[src/rtl/crc_serial_param.sv]
// Parametrised bit-serial CRC engine (direct method, MSB first).
// Generate mode echoes the payload and appends the CRC; check mode flags a zero remainder.
module crc_serial_param #(
  parameter int unsigned           WIDTH    = 8,
  parameter logic [WIDTH-1:0]      POLY     = 8'h07,
  parameter logic [WIDTH-1:0]      INIT     = '0,
  parameter int unsigned           DATA_LEN = 32
) (
  input  logic             CLK,
  input  logic             RST,
  input  logic             start,
  input  logic             mode,
  input  logic             in,
  input  logic             in_valid,
  output logic             busy,
  output logic             out,
  output logic             out_valid,
  output logic [WIDTH-1:0] CRC,
  output logic             done,
  output logic             crc_ok
);

  localparam int unsigned MaxLen = (DATA_LEN > WIDTH) ? DATA_LEN : WIDTH;
  localparam int unsigned CntW   = $clog2(MaxLen + 1);

  typedef enum logic [1:0] {StIdle, StData, StTail, StDone} state_e;

  state_e            state_q, state_d;
  logic [WIDTH-1:0]  crc_q, crc_d;
  logic [WIDTH-1:0]  shift_q, shift_d;
  logic [CntW-1:0]   cnt_q, cnt_d;
  logic              mode_q, mode_d;
  logic              out_q, out_d;
  logic              out_valid_q, out_valid_d;
  logic              crc_ok_q, crc_ok_d;
  logic [WIDTH-1:0]  crc_upd;

  assign crc_upd = {crc_q[WIDTH-2:0], 1'b0} ^ ((in ^ crc_q[WIDTH-1]) ? POLY : '0);

  always_comb begin
    state_d     = state_q;
    crc_d       = crc_q;
    shift_d     = shift_q;
    cnt_d       = cnt_q;
    mode_d      = mode_q;
    out_d       = out_q;
    out_valid_d = 1'b0;
    crc_ok_d    = crc_ok_q;
    unique case (state_q)
      StIdle: begin
        if (start) begin
          crc_d    = INIT;
          mode_d   = mode;
          crc_ok_d = 1'b0;
          cnt_d    = '0;
          state_d  = StData;
        end
      end
      StData: begin
        if (in_valid) begin
          crc_d = crc_upd;
          if (!mode_q) begin
            out_d       = in;
            out_valid_d = 1'b1;
          end
          if (cnt_q == CntW'(DATA_LEN - 1)) begin
            cnt_d   = '0;
            shift_d = crc_upd;
            state_d = StTail;
          end else begin
            cnt_d = cnt_q + 1'b1;
          end
        end
      end
      StTail: begin
        if (!mode_q) begin
          // CRC register stays frozen; the copy in shift_q is streamed out.
          out_d       = shift_q[WIDTH-1];
          out_valid_d = 1'b1;
          shift_d     = {shift_q[WIDTH-2:0], 1'b0};
          if (cnt_q == CntW'(WIDTH - 1)) begin
            cnt_d    = '0;
            crc_ok_d = 1'b0;
            state_d  = StDone;
          end else begin
            cnt_d = cnt_q + 1'b1;
          end
        end else if (in_valid) begin
          crc_d = crc_upd;
          if (cnt_q == CntW'(WIDTH - 1)) begin
            cnt_d    = '0;
            crc_ok_d = (crc_upd == '0);
            state_d  = StDone;
          end else begin
            cnt_d = cnt_q + 1'b1;
          end
        end
      end
      StDone: begin
        state_d = StIdle;
      end
      default: begin
        state_d = StIdle;
      end
    endcase
  end

  always_ff @(posedge CLK) begin
    if (RST) begin
      state_q     <= StIdle;
      crc_q       <= INIT;
      shift_q     <= '0;
      cnt_q       <= '0;
      mode_q      <= 1'b0;
      out_q       <= 1'b0;
      out_valid_q <= 1'b0;
      crc_ok_q    <= 1'b0;
    end else begin
      state_q     <= state_d;
      crc_q       <= crc_d;
      shift_q     <= shift_d;
      cnt_q       <= cnt_d;
      mode_q      <= mode_d;
      out_q       <= out_d;
      out_valid_q <= out_valid_d;
      crc_ok_q    <= crc_ok_d;
    end
  end

  assign busy      = (state_q != StIdle);
  assign done      = (state_q == StDone);
  assign CRC       = crc_q;
  assign out       = out_q;
  assign out_valid = out_valid_q;
  assign crc_ok    = crc_ok_q;

endmodule

[config.mk]
export PLATFORM = sky130hd
export DESIGN_NAME = crc_serial_param
export DESIGN_NICKNAME = d
export VERILOG_FILES = /design/src/rtl/crc_serial_param.sv
export SDC_FILE = /design/constraint.sdc
export NUM_CORES = 1
export LEC_CHECK = 0
export ABC_AREA = 1
export BUFFER_PORTS_ARGS = -buffer_cell sky130_fd_sc_hd__buf_2
export CORE_ASPECT_RATIO = 2
export CORE_UTILIZATION = 51
export CTS_BUF_LIST = sky130_fd_sc_hd__clkbuf_8
export CTS_CLUSTER_SIZE = 8
export DETAILED_ROUTE_END_ITERATION = 6
export GPL_TIMING_DRIVEN = 0
export PLACE_DENSITY = 0.74
export SKIP_LAST_GASP = 1
export SLEW_MARGIN = 20
export SYNTH_ARGS = -nofsm -noshare
export SYNTH_HDL_FRONTEND = slang
export SYNTH_SLANG_ARGS = --single-unit
[constraint.sdc]
create_clock -name CLK -period 1.45 [get_ports CLK]
set_input_delay 0.2175 -clock CLK [delete_from_list [all_inputs] [get_ports CLK]]
set_output_delay 0.2175 -clock CLK [all_outputs]
set_load 0.005 [all_outputs]
# ---- Word-level counts from Yosys, hierarchy flattened
# Cells that the tools add are included.
dict set report word_totals {
  register_bits 28
  latchBits 0
  ram_bits 0
  rom_bits 0
  inputBits 6
  out_inout_bits 13
  elab_cells 73
  mem_count 0
}
dict set report op_classes {
  add_sub_neg 1
  n_mul 0
  div 0
  n_lt_le_gt_ge 0
  eq_ne 13
  shifts 0
  n_mux 36
  bitwise_logic 2
  reduce_logical 13
}
# op count
set op_table {}
lappend op_table {{2-to-1 mux 8 bit} 6}
lappend op_table {{2-to-1 mux 6 bit} 6}
lappend op_table {{case mux 8 bit (3 select lines)} 1}
lappend op_table {{AND reduction 4 bit} 5}
lappend op_table {{case mux 6 bit (3 select lines)} 1}
lappend op_table {{case mux 8 bit (2 select lines)} 1}
lappend op_table {{inequality test 2 bit, second input constant} 7}
lappend op_table {{2-to-1 mux 2 bit} 6}
lappend op_table {{2-to-1 mux 1 bit} 10}
lappend op_table {{zero test 8 bit} 1}
lappend op_table {{case mux 2 bit (4 select lines)} 1}
lappend op_table {{XOR 8 x 3 -> 8 bit} 1}
lappend op_table {{adder 6 x 1 -> 6 bit, second input constant} 1}
lappend op_table {{equality test 6 x 3 -> 1 bit, second input constant} 1}
lappend op_table {{equality test 6 x 5 -> 1 bit, second input constant} 1}
lappend op_table {{case mux 1 bit (2 select lines)} 3}
lappend op_table {{nonzero test 2 bit} 3}
lappend op_table {{equality test 2 bit, second input constant} 2}
lappend op_table {{2-to-1 mux 3 bit} 1}
lappend op_table {{inequality test 3 bit, second input constant} 1}
lappend op_table {{AND reduction 3 bit} 1}
lappend op_table {{nonzero test 3 bit} 1}
lappend op_table {{equality test 2 x 1 -> 1 bit, second input constant} 1}
lappend op_table {{zero test 2 bit} 1}
lappend op_table {{2 further kinds} 2}

# ---- Logic depth before layout (Yosys ltp)
dict set report depth {
  ltp_word 8
  ltp_mapped 10
  ltp_nobuf 10
}

# ---- Worst setup path after synthesis
# Ideal clock, no wire load.
dict set report synth_timing {
  path_kind {register to register}
  start {register state_q[0]}
  end {register crc_q[4] (netlist: CRC[4])}
  setup_ps 70
  t_arrival_ps 1427
  required_ps 1380
  setup_slack_ps -48
  stages_incl_launch_ff 8
  n_path_buf 0
  period_less_slack_ps 1498
  path_cell_list {dfxtp_1 > inv_1 > ha_1 > a21oi_1 > nand3_2 > nor2_4 > nand2_1 > a21oi_1}
}
dict set report synth_via {
  elab_chain_len 3
  elab_cells_between_ends 8
  classes_between {4 x eq/ne; 1 x mux; 3 x reduce/logical}
}
# element line
set synth_rtl {}
lappend synth_rtl {{start, declared} 28} ;# state_e state_q, state_d;
lappend synth_rtl {{start signal, assigned} 110} ;# state_q <= StIdle;
lappend synth_rtl {{start signal, assigned} 119} ;# state_q <= state_d;
lappend synth_rtl {{equality test 2 bit (tied with other cells)} 49} ;# unique case (state_q)
lappend synth_rtl {{inequality test 2 bit (no source line) or nonzero test 3 bit (tied branches)} n/a}
lappend synth_rtl {{AND reduction 3 bit (no source line)} n/a}
lappend synth_rtl {{end signal, assigned} 120} ;# crc_q <= crc_d;
lappend synth_rtl {{end, declared} 29} ;# logic [WIDTH-1:0] crc_q, crc_d;
# Parallel ways exist; a longest one is shown, timed or not.
# A chain may end at the register's enable or synchronous reset.

# ---- Worst setup path after layout
dict set report layout_timing {
  start {register state_q[0]}
  end {register crc_q[1] (netlist: CRC[1])}
}
# Same word-level chain as after synthesis.

==> out/metrics.yaml <==
status:
  status: "completed"
power_and_ir_drop:
  leakagePower_nw: 0.8472
  swShare_pct: 44.92
  p_seq_share_pct: 26.9
  p_int_mw: 2.179
  finalPower_mw: 3.956
  pwr_density_cell_nw_per_um2: 2053
  ir_drop_uv: 1158
  pwr-share-comb_pct: 57.1
  clock_power_share_pct: 16.0
  p_switching_mw: 1.777
global_route:
  grt_max_degree: 17
  overflow: 0
  antenna_found_initial: 0
  grt_pass1_wl_um: 5754
  grt_pass1_vias: 1370
  track_usage_pct: 25.45
floorplanning:
  core_region_area_um2: 2804
  die_x_um: 40.64
  dieArea_um2: 3221
  fp.dieH_um: 79.28
  io_pins: 19
  initial_core_util_pct: 54.31
  rows: 27
cts:
  cts_tree: "built"
  numCtsBuffers: 3
  htree_levels: 1
  clk_pin_slew_ns: 0.10
  ctsRootBufferMaster: "clkbuf_8"
  cts_hold_buf: 0
  clkSinkCount: 28
  clock_latency_ns: 0.28
  cts_buffer_depth: 2
synthesis:
  ys_types: 25
  synthCells: 227
  syn_nets: 240
  ys_warn_count: 0
  syn_area_um2: 1523
  yosysSeqAreaShare_pct: 36.81
  yosys_register_bits: 28
  synth_area_per_cell_um2: 6.708
routing:
  route.antenna.remaining_nets: 0
  wl_um: 3607
  drtPass1Iterations: 4
  drt_iter0_markers: 46
  num_vias: 1533
  vias_per_cell: 5.398
  wl_per_cell_um: 12.70
  drc: 0
setup_path:
  worstPathMaxFanout: 8
  crit_family: "flip-flops"
  slowest_stage: "dfxtp_4"
  required_ns: 1.68
  crit_chain: "inv_6 -> ha_4 -> a21oi_4 -> nand3_4 -> nor2_4 -> nand2_1 -> a21oi_1"
  path_buf_inv: 1
  critical_path_class: "flip-flop to flip-flop"
  cp_slowest_stage_delay_ns: 0.40
  arrival_ns: 1.65
  cp-end-kind: "flip-flop"
  worstSetupStartpointType: "flip-flop"
placement:
  portBuffers: 17
  hpwl_um: 2528
  gp_congestion: 0.8631
sta:
  finClkSkew_ns: 0.001087
  final.period_utilization_pct: 98.42
  period_minus_slack_ns: 1.427
  rsz0062_at_grt: "yes"
  maxSlewHeadroom_pct: 66.66
  worstMarginPinSlew_ns: 0.5002
  finalHoldViolations: 0
  timing.fmax_ghz: 0.7007
  tns_ns: 0
  report.final.slew_viol_count: 0
  finalSetupViolCount: 0
layout:
  n_antenna_cell: 0
  fillers: 251
  drive_gt1_share_pct: 27.45
  area_growth_pct: 26.54
  nNetsFinal: 269
hold_path:
  min_path_type: "primary input to flip-flop"
flow_run:
  cap_violations: 0
-- path summary, 6_finish.rpt --
| check | end | startpoint | cells after the start | slack [ns] |
|---|---|---|---|---|
| hold reg to reg | out$_SDFFE_PP0P_ | out$_SDFFE_PP0P_ | 2 | 0.45 |
| setup reg to reg | CRC[1]$_SDFFE_PP0P_ | state_q[0]$_SDFFE_PP0P_ | 7 | 0.02 |
| hold / removal | CRC[2]$_SDFFE_PP0P_ | RST | 2 | 0.17 |
| setup / recovery | CRC[1]$_SDFFE_PP0P_ | state_q[0]$_SDFFE_PP0P_ | 7 | 0.02 |
-- through the flow --
step                setup slack, ns  utilization, %  instances  hold WS, ns  cell area, um^2
floorplan                   0.01375               -        227       0.3790             1539
global placement            -0.2760           59.21        273       0.4356             1660
detailed placement          -0.2848           59.21        273       0.4357             1660
CTS                        0.004104           65.73        284       0.1861             1843
global route               -0.06191           68.72        284       0.1788             1927
finish                      0.02291           68.72        284       0.1716             1927
-- power by group through the flow --
stage / combinational, mW / sequential [mW] / clock, mW
5_1_grt: 2.48 / 1.09 / 0.659
6_report: 2.26 / 1.07 / 0.632
3_5_place_dp: 1.76 / 1.02 / 0
4_1_cts: 2.08 / 1.05 / 0.628
2_1_floorplan: 1.34 / 1.01 / 0
3_3_place_gp: 1.75 / 1.02 / 0
-- layout by cell type, fill, tap and decap left out, types with 2 or more instances in the layout --
| cell | instances |
|---|---|
| ha_4 | 4 |
| nor2_4 | 3 |
| ha_1 | 2 |
| nand3b_1 | 2 |
| o21bai_1 | 2 |
| dfxtp_1 | 24 |
| o21ai_0 | 4 |
| nor2_1 | 17 |
| nand2_4 | 5 |
| nand2_1 | 75 |
| nand3_1 | 12 |
| a21oi_2 | 3 |
| buf_4 | 6 |
| dfxtp_4 | 2 |
| inv_1 | 19 |
| nand3_2 | 3 |
| inv_2 | 4 |
| clkbuf_4 | 2 |
| clkbuf_8 | 3 |
| a21oi_1 | 18 |
| xnor2_1 | 2 |
| nand2_2 | 7 |
| dfxtp_2 | 2 |
| buf_2 | 17 |
| nor3_1 | 2 |
| nand4_1 | 2 |
-- final cells by class --
| cell class | instances | area (um^2) | share of cell area, % |
|---|---|---|---|
| buffer | 4 | 26.28 | 1.364 |
| clock buffer | 3 | 41.29 | 2.143 |
| clock inverter | 1 | 30.03 | 1.558 |
| inverter | 25 | 101.3 | 5.260 |
| multi-input combinational | 172 | 998.5 | 51.82 |
| sequential | 28 | 570.5 | 29.61 |
| tap | 29 | 36.28 | 1.883 |
| timing repair buffer | 22 | 122.6 | 6.364 |
-- synthesized netlist by cell type --
library cell	count	area (um^2)
o21bai_4	1	18.77
nand4_1	2	12.51
a31oi_1	1	6.260
nor2_4	2	22.52
nor3_1	2	10.01
inv_2	2	7.510
buf_2	1	5.000
nand3_2	3	30.03
buf_4	1	7.510
dfxtp_1	28	560.5
nand3_1	13	65.06
nand2_4	1	11.26
nor2_2	1	6.260
nand2_1	85	319.1
nor4_1	1	6.260
or2_2	1	6.260
a21oi_1	22	110.1
nand3b_1	2	15.01
o21bai_1	2	15.01
nor2_1	17	63.81
clkbuf_1	2	7.510
xnor2_1	2	17.52
ha_1	7	87.58
inv_1	23	86.33
o21ai_0	5	25.02
-- worst register-to-register path, stage by stage, from the launching register on --
cell     delay [ns]
dfxtp_4        0.40
inv_6          0.05
ha_4           0.26
a21oi_4        0.14
nand3_4        0.10
nor2_4         0.21
nand2_1        0.09
a21oi_1        0.11
-- flip-flops by register name, indices dropped and copies added (netlist names) --
register   cells
CRC            8
state_q        2
shift_q        8
mode_q         1
cnt_q          6
out_valid      1
out            1
crc_ok         1
-- logic make-up after synthesis --
group	share of synthesized area (%)
buf+inv	7.477
simple gates	37.31
xor+xnor	1.151
flops	36.81
compound gates	11.50
fa+ha+maj	5.752
-- metal layers --
| layer | vias up | track usage (%) | wire length [um] |
|---|---|---|---|
| met5 | - | 0 | 0 |
| met4 | 0 | 14.67 | 127 |
| met3 | 13 | 3.631 | 116 |
| met2 | 35 | 44.76 | 1929 |
| met1 | 706 | 25.44 | 1433 |
| li1 | 779 | - | - |
-- timing repair --
action	CTS	global route
buffers inserted	5	0
endpoints found under the setup margin	27	25
gates resized for setup	19	27
gates cloned	2	0
pin swaps	6	13
Note: power is estimated with default switching activity, not from simulation.
